--- src/rtl/battle_sequencer.sv ---
//------------------------------------------------------------------------------
// battle_sequencer
// Page/turn sequencer for a bullet-hell battle: menu, dodge turns with a
// cycle timer, action menu (fight/item/flee), attack resolution, win/lose.
// Revision: 1.0 - initial release
//------------------------------------------------------------------------------
`default_nettype none

module battle_sequencer #(
    parameter int HP_W         = 8,
    parameter int MON_HP_MAX   = 100,
    parameter int HEAL_AMT     = 10,
    parameter int DODGE_CYCLES = 1000,
    parameter int ITEM_CNT     = 3
) (
    input  logic            clk,
    input  logic            rst,
    input  logic [3:0]      key,
    input  logic            isDeath,
    input  logic            atkPass,
    input  logic [HP_W-1:0] dmgMon,
    input  logic            isDmgComplete,
    input  logic [7:0]      damage,
    input  logic            heal,
    output logic [7:0]      state,
    output logic [15:0]     playerInstruction,
    output logic            instrValid,
    output logic            isMove,
    output logic            startDmg,
    output logic [HP_W-1:0] monHP,
    output logic [7:0]      turnCount,
    output logic [3:0]      itemsLeft
);

    typedef enum logic [3:0] {
        PG_MENU   = 4'h1,
        PG_WIN    = 4'h2,
        PG_LOSE   = 4'h3,
        PG_DODGE  = 4'h9,
        PG_ATTACK = 4'hA,
        PG_ACTION = 4'hB
    } page_t;

    localparam int          TMR_W     = (DODGE_CYCLES > 2) ? $clog2(DODGE_CYCLES) : 1;
    localparam logic [TMR_W-1:0] C_TMR_LAST = TMR_W'(DODGE_CYCLES - 1);
    localparam logic [7:0]  C_HEAL    = 8'(HEAL_AMT);
    localparam logic [3:0]  C_ITEMS   = 4'(ITEM_CNT);
    localparam logic [HP_W:0] C_WIN_HP = (HP_W+1)'(MON_HP_MAX);

    localparam logic [3:0]  OP_HPY    = 4'd1;
    localparam logic [3:0]  OP_DPY    = 4'd2;
    localparam logic [3:0]  OP_MOV    = 4'd5;

    localparam logic [3:0]  K_W       = 4'd1;
    localparam logic [3:0]  K_A       = 4'd2;
    localparam logic [3:0]  K_D       = 4'd4;
    localparam logic [3:0]  K_J       = 4'd5;
    localparam logic [3:0]  K_SPACE   = 4'd8;

    localparam logic [1:0]  CUR_FIGHT = 2'd0;
    localparam logic [1:0]  CUR_ITEM  = 2'd1;
    localparam logic [1:0]  CUR_FLEE  = 2'd2;

    page_t            page_q,   page_d;
    logic [1:0]       cursor_q, cursor_d;
    logic [TMR_W-1:0] timer_q,  timer_d;
    logic [7:0]       turn_q,   turn_d;
    logic [3:0]       items_q,  items_d;
    logic [HP_W-1:0]  monhp_q,  monhp_d;
    logic [15:0]      instr_q,  instr_d;
    logic             valid_q,  valid_d;
    logic             move_q,   move_d;
    logic             sdmg_q,   sdmg_d;

    // Monster damage sum carries one extra bit so overflow can be saturated.
    logic [HP_W:0]    w_sum;
    logic [1:0]       w_dir;
    logic             w_is_move_key;

    assign w_sum         = {1'b0, monhp_q} + {1'b0, dmgMon};
    assign w_dir         = 2'(key - 4'd1);
    assign w_is_move_key = (key >= K_W) && (key <= K_D);

    // Next-state and next-output decisions for every page.
    always_comb begin
        page_d   = page_q;
        cursor_d = cursor_q;
        timer_d  = timer_q;
        turn_d   = turn_q;
        items_d  = items_q;
        monhp_d  = monhp_q;
        instr_d  = instr_q;
        valid_d  = 1'b0;
        move_d   = 1'b0;
        sdmg_d   = 1'b0;

        case (page_q)
            PG_MENU: begin
                if (key == K_SPACE) begin
                    page_d  = PG_DODGE;
                    monhp_d = '0;
                    turn_d  = '0;
                    timer_d = '0;
                    items_d = C_ITEMS;
                end
            end

            PG_DODGE: begin
                if (isDeath) begin
                    page_d = PG_LOSE;
                end else if (isDmgComplete) begin
                    instr_d = heal ? {OP_HPY, C_HEAL, 4'h0} : {OP_DPY, damage, 4'h0};
                    sdmg_d  = 1'b1;
                    valid_d = 1'b1;
                    // A pending expiry waits at the last count for a free cycle.
                    if (timer_q != C_TMR_LAST) begin
                        timer_d = timer_q + 1'b1;
                    end
                end else if (timer_q == C_TMR_LAST) begin
                    page_d   = PG_ACTION;
                    cursor_d = CUR_FIGHT;
                    timer_d  = '0;
                    turn_d   = (turn_q == 8'hFF) ? turn_q : turn_q + 8'd1;
                end else begin
                    timer_d = timer_q + 1'b1;
                    if (w_is_move_key) begin
                        instr_d = {OP_MOV, 6'b0, w_dir, 4'h0};
                        move_d  = 1'b1;
                        valid_d = 1'b1;
                    end else begin
                        instr_d = '0;
                    end
                end
            end

            PG_ACTION: begin
                if (key == K_A) begin
                    cursor_d = (cursor_q == CUR_FIGHT) ? CUR_FLEE : cursor_q - 2'd1;
                end else if (key == K_D) begin
                    cursor_d = (cursor_q == CUR_FLEE) ? CUR_FIGHT : cursor_q + 2'd1;
                end else if (key == K_J) begin
                    if (cursor_q == CUR_FIGHT) begin
                        page_d   = PG_ATTACK;
                        cursor_d = '0;
                    end else if (cursor_q == CUR_ITEM) begin
                        if (items_q != 4'd0) begin
                            instr_d  = {OP_HPY, C_HEAL, 4'h0};
                            sdmg_d   = 1'b1;
                            valid_d  = 1'b1;
                            items_d  = items_q - 4'd1;
                            page_d   = PG_DODGE;
                            cursor_d = '0;
                            timer_d  = '0;
                        end
                    end else begin
                        page_d   = PG_MENU;
                        cursor_d = '0;
                    end
                end
            end

            PG_ATTACK: begin
                if (atkPass) begin
                    monhp_d = w_sum[HP_W] ? {HP_W{1'b1}} : w_sum[HP_W-1:0];
                    if (w_sum >= C_WIN_HP) begin
                        page_d = PG_WIN;
                    end else begin
                        page_d  = PG_DODGE;
                        timer_d = '0;
                    end
                end
            end

            PG_WIN, PG_LOSE: begin
                if (key == K_SPACE) begin
                    page_d = PG_MENU;
                end
            end

            default: begin
                page_d   = PG_MENU;
                cursor_d = '0;
            end
        endcase
    end

    // State and output registers; reset overrides the cycle's decisions.
    always_ff @(posedge clk) begin
        if (rst) begin
            page_q   <= PG_MENU;
            cursor_q <= '0;
            timer_q  <= '0;
            turn_q   <= '0;
            items_q  <= C_ITEMS;
            monhp_q  <= '0;
            instr_q  <= '0;
            valid_q  <= 1'b0;
            move_q   <= 1'b0;
            sdmg_q   <= 1'b0;
        end else begin
            page_q   <= page_d;
            cursor_q <= cursor_d;
            timer_q  <= timer_d;
            turn_q   <= turn_d;
            items_q  <= items_d;
            monhp_q  <= monhp_d;
            instr_q  <= instr_d;
            valid_q  <= valid_d;
            move_q   <= move_d;
            sdmg_q   <= sdmg_d;
        end
    end

    // Cursor is cleared on every exit from ACTION, so it reads as 0 elsewhere.
    assign state             = {page_q, 2'b00, cursor_q};
    assign playerInstruction = instr_q;
    assign instrValid        = valid_q;
    assign isMove            = move_q;
    assign startDmg          = sdmg_q;
    assign monHP             = monhp_q;
    assign turnCount         = turn_q;
    assign itemsLeft         = items_q;

endmodule

`default_nettype wire

--- config.mk ---
export PLATFORM = sky130hd
export DESIGN_NAME = battle_sequencer
export DESIGN_NICKNAME = d
export VERILOG_FILES = /design/src/rtl/battle_sequencer.sv
export SDC_FILE = /design/constraint.sdc
export NUM_CORES = 1
export LEC_CHECK = 0
export BUFFER_PORTS_ARGS = -buffer_cell sky130_fd_sc_hd__buf_2
export CAP_MARGIN = 20
export CORE_ASPECT_RATIO = 1.75
export CORE_MARGIN = 5
export CORE_UTILIZATION = 58
export DETAILED_ROUTE_END_ITERATION = 10
export GPL_ROUTABILITY_DRIVEN = 0
export HOLD_SLACK_MARGIN = 0.15
export PLACE_DENSITY = 0.88
export SYNTH_ARGS = -nofsm -noshare
export SYNTH_HDL_FRONTEND = slang
export SYNTH_SLANG_ARGS = --single-unit
--- constraint.sdc ---
create_clock -name clk -period 5.91 [get_ports clk]
set_input_delay 0.8865 -clock clk [delete_from_list [all_inputs] [get_ports clk]]
set_output_delay 0.8865 -clock clk [all_outputs]
set_load 0.05 [all_outputs]
# Yosys cells after proc, flatten, opt, wreduce, memory -nomap -nowiden
# Cells that the tools add are included.
# op_classes
add_sub_neg,7
order_cmp,3
eq_ne,36
muxes,83
bitwise_logic,2
n_reduce_logical,18
# op_table
op,n
$mux 16,9
$mux 10,13
$mux 4,20
$mux 8,7
$pmux 10 s4,1
$pmux 16 s2,1
$pmux 8 s2,2
$ne 2x2->1 const B,14
$mux 2,11
$pmux 4 s5,1
$reduce_and 9->1,2
$eq 4x4->1 const B,4
$mux 15,1
$mux 14,1
$eq 4x2->1 const B,3
$mux 1,12
$ne 3x3->1 const B,4
$reduce_and 12->1,1
$reduce_and 6->1,2
$add 10x1->10 const B,1
$eq 10x10->1 const B,1
$ne 10x10->1 const B,1
$add 8x8->9,1
$ge 9x7->1 const B,1
other kinds (25),35
# word_totals
register_bits,55
inputBits,26
out_inout_bits,47
word_cells,159

# Depth between registers and ports, before layout
# logic_depth
ltp_word,8
depth_mapped,10
ltp_nobuf,10

# Least setup slack after synthesis
# OpenSTA, ideal clock, no wires.
# synth_timing
kind,input to register
start,input port dmgMon[0]
end,register page_q[1]
setup_ns,0.112
arrival_ns,2.924
required_ns,5.798
path_slack_ns,2.874
path_stages,10
path_buffers,0
path_cell_list,ha_1 -> inv_1 -> fa_1 -> nor2b_1 -> o211ai_1 -> a32oi_1 -> a31o_2 -> a31o_4 -> a221oi_2 -> a2111oi_1
# synth_between
elab_chain_cells,5
# synth_rtl
element,line_no,source
"start, declared",21,"input logic [HP_W-1:0] dmgMon,"
$add 8x8->9,80,"assign w_sum = {1'b0, monhp_q} + {1'b0, dmgMon};"
$ge 9x7->1,165,if (w_sum >= C_WIN_HP) begin
$mux 4,165,
$mux 4,163,if (atkPass) begin
$pmux 4 s5,97,case (page_q)
"end signal, assigned",201,page_q <= page_d;
"end, declared",64,"page_t page_q, page_d;"
# Every way passes these cells. The select of a mux whose other input is x is not followed.
# A chain may end at the register's enable or synchronous reset.

# Worst setup path in the final report
# Same ends and word-level chain as after synthesis.

==> impl_metrics.toml <==
[detailed_routing]
dr.pass1.iters = 7
vias_per_cell = 6.20
drc = 0
drtIter0Drc = 205
ant_nets = 0
routedWlPerCell_um = 15.3
drt_wl_total_um = 7510
vias = 3052

[timing]
max_slew_margin = 0.459
fin_crit_sh = 0.526
rsz0062_at_grt = "no"
slew_viol_final = 0
fmax_ghz = 0.322
setup_viol = 0
setup_tns_ns = 0
hold_viol_final = 0
worst_slew_pin_slew_ns = 0.812
hold_ws_ns = 0.476
period_needed_ns = 3.11
clock_skew_ns = 0.00498

[cells_and_area]
drive_above_1_share = 0.192
finalInstanceArea_sq_um = 3480
antenna_cells = 0
final_core_util = 0.667
fin_nets = 483
multi_input_area_sq_um = 1900
register_area_sq_um = 981
n_fill_cell = 437
synthToLayoutAreaGrowth_pct = 13.2

[clock_tree]
cts_buffer_depth = 2
cts_tree = "done"
cts_buffers = 5
hold_buffers = 0
cts-resized-gates = 0
ctsHtreeMaxLevel = 2
cts_sinks = 49
path_clk_slew_ns = 0.09
cts_root_buf = "clkbuf_8"
post_cts_buffers = 0
clkLatencyLatePin_ns = 0.30

[logic_synthesis]
synth_area_sq_um = 3070
synth-xor-area-share = 0.0371
synth_top_area_share = 0.319
yosys.area_share.simple = 0.237
yosys-top-cells-count = "49 x dfxtp_1, 38 x nor2_1, 35 x a21oi_1"
synth_cells = 382
synth_compound_area_frac = 0.236
async_reset_ff_frac = 0
synth_fa_ha_area_frac = 0.0879
yosys.area.top_type = "dfxtp_1"
synth_seq_cells = 49
syn-mean-instance-area_sq_um = 8.04
synth_edf_count = 0
seq_area_frac_synth = 0.319
synth_most_common_cell = "dfxtp_1"
muxShareOfSynthArea = 0.00977
synth.distinct_cells = 62
synth_area_leaders = "dfxtp_1 32%, ha_1 8.1%, a21oi_1 5.7%"
yosys_warnings = 0
yosys_most_used_dff = "dfxtp_1"
synth_top_family_by_area = "simple AND/OR/NAND/NOR gates"

[power_and_ir_drop]
p_switching_mw = 0.310
combPwrFrac = 0.287
cellInternalPower_mw = 0.555
pwr-share-clk = 0.288
irDropWorstVdd_v = 0.000149
cellPowerDensity_nw_per_um2 = 249
power_frac_seq = 0.425
total_power_mw = 0.866
power.leakage_nw = 1.44
p_sw_frac = 0.359

[setup_path]
critPathLaunchType = "input pin"
critPathBufInv = 2
r2r_slack_ns = 3.08
critPathKind = "in -> reg"
crit_slowest_cell = "a32oi_1"
critical_path_required_ns = 6.11
cpPeakStageDelay_ns = 0.58
cp_cell_sequence = "buf_2 > ha_1 > inv_1 > fa_1 > nor2b_1 > o211ai_1 > a32oi_1 > a31o_2 > a31o_4 > a221oi_2 > a2111oi_1"
worstPathArrival_ns = 3.31
cp_max_fo = 8
cp-end-kind = "flop"
cpLargestDelayFamily = "compound AO/OA/AOI/OAI gates"

[global_route]
grt_max_degree = 46
grt_antenna_before_repair = 0
globalRouteTotalUtil = 0.218
grt_pass1_wl_um = 12400
grt_pass1_vias = 2938
grt_overflow_total = 0

[floorplan]
fp-row-count = 35
core_area_sq_um = 5210
die_w_um = 65.0
dieArea_sq_um = 6910
start_util = 0.590
die_y_um = 106
io_pins = 73

[placement]
dp_hpwl_um = 5680
place_area_sq_um = 3360
port-buffer-count = 64

[job]
cap_violations = 0

[hold_path]
hp-class = "reg -> reg"

[outcome]
status = "finished, final reports clean"
## area by class of cell
type / count / area share
inverter: 24 / 0.0259
clock buffer: 6 / 0.0237
clock inverter: 2 / 0.0108
multi-input combinational: 292 / 0.546
sequential: 49 / 0.282
timing repair buffer: 64 / 0.0921
tap: 55 / 0.0198
## routing by layer
layer  up-vias  track usage  share of wire  wire length, um
li1       1468            -              -                -
met2       133        0.411           0.53             3970
met1      1424        0.227           0.38             2870
met5         -            0              0                0
met3        27       0.0381          0.062              462
met4         0        0.101          0.027              206
## power groups by stage
stage / Sequential, mW / Combinational [mW] / Clock, mW
CTS: 0.367 / 0.247 / 0.255
finish: 0.368 / 0.248 / 0.250
detailed placement: 0.375 / 0.245 / 0
global route: 0.371 / 0.269 / 0.272
global placement: 0.374 / 0.239 / 0
floorplan: 0.406 / 0.166 / 0
## worst paths after layout
check	cells past startpoint	end	from
worst max-delay path	11	page_q[1]$_SDFFE_PP0P_	dmgMon[0]
worst min register to register	2	monHP[2]$_SDFFE_PP0P_	monHP[2]$_SDFFE_PP0P_
worst max register to register	10	page_q[1]$_SDFFE_PP0P_	monHP[0]$_SDFFE_PP0P_
worst min-delay path	2	monHP[2]$_SDFFE_PP0P_	monHP[2]$_SDFFE_PP0P_
## cells by family after synthesis
family / count (synthesis)
xor gates and xnor gates: 13
adders and majority gates: 21
and+or+nand+nor: 142
other: 1
AOI/OAI and AO/OA: 105
DFF: 49
muxes: 3
buffers and inverters: 48
## flip-flops by register name, summed over array words and instances, names as in the netlist
register	count
playerInstruction	11
timer_q	10
monHP	8
turnCount	8
itemsLeft	4
page_q	3
cursor_q	2
instrValid	1
isMove	1
startDmg	1
## per-stage QoR
stage / setup WS, ns / std cells
floorplan: 2.87 / 389
global placement: 2.59 / 484
detailed placement: 2.51 / 484
CTS: 2.84 / 492
global route: 2.45 / 492
finish: 2.80 / 492
## placed cells by master (no fill, tap or decap), types with 3 or more instances in the layout
cell type and instances:
and2_1 4, xor2_1 5, a21oi_1 35, a31oi_1 6, buf_2 64, xnor2_1 8
nor2_1 38, mux2i_1 3, a22oi_1 6, inv_1 24, o2111ai_1 3, o211ai_1 10
dfxtp_1 49, nor3_1 18, o32ai_1 5, or2_2 3, nor2b_1 4, o21a_1 4
nand2_1 29, a21o_1 5, conb_1 8, o21ai_0 11, nand3_1 11, nor4_1 3
nand2b_1 7, ha_1 20, clkbuf_8 6, or3_1 6
## worst reg2reg max path, delay by kind of cell, from the launching register on
family          cells  cell delay (ns)
compound gates      6             1.54
fa+ha+maj           2             0.58
flops               1             0.36
simple gates        1             0.19
buf+inv             1             0.06
No activity file was read; power rests on OpenSTA's default activity.
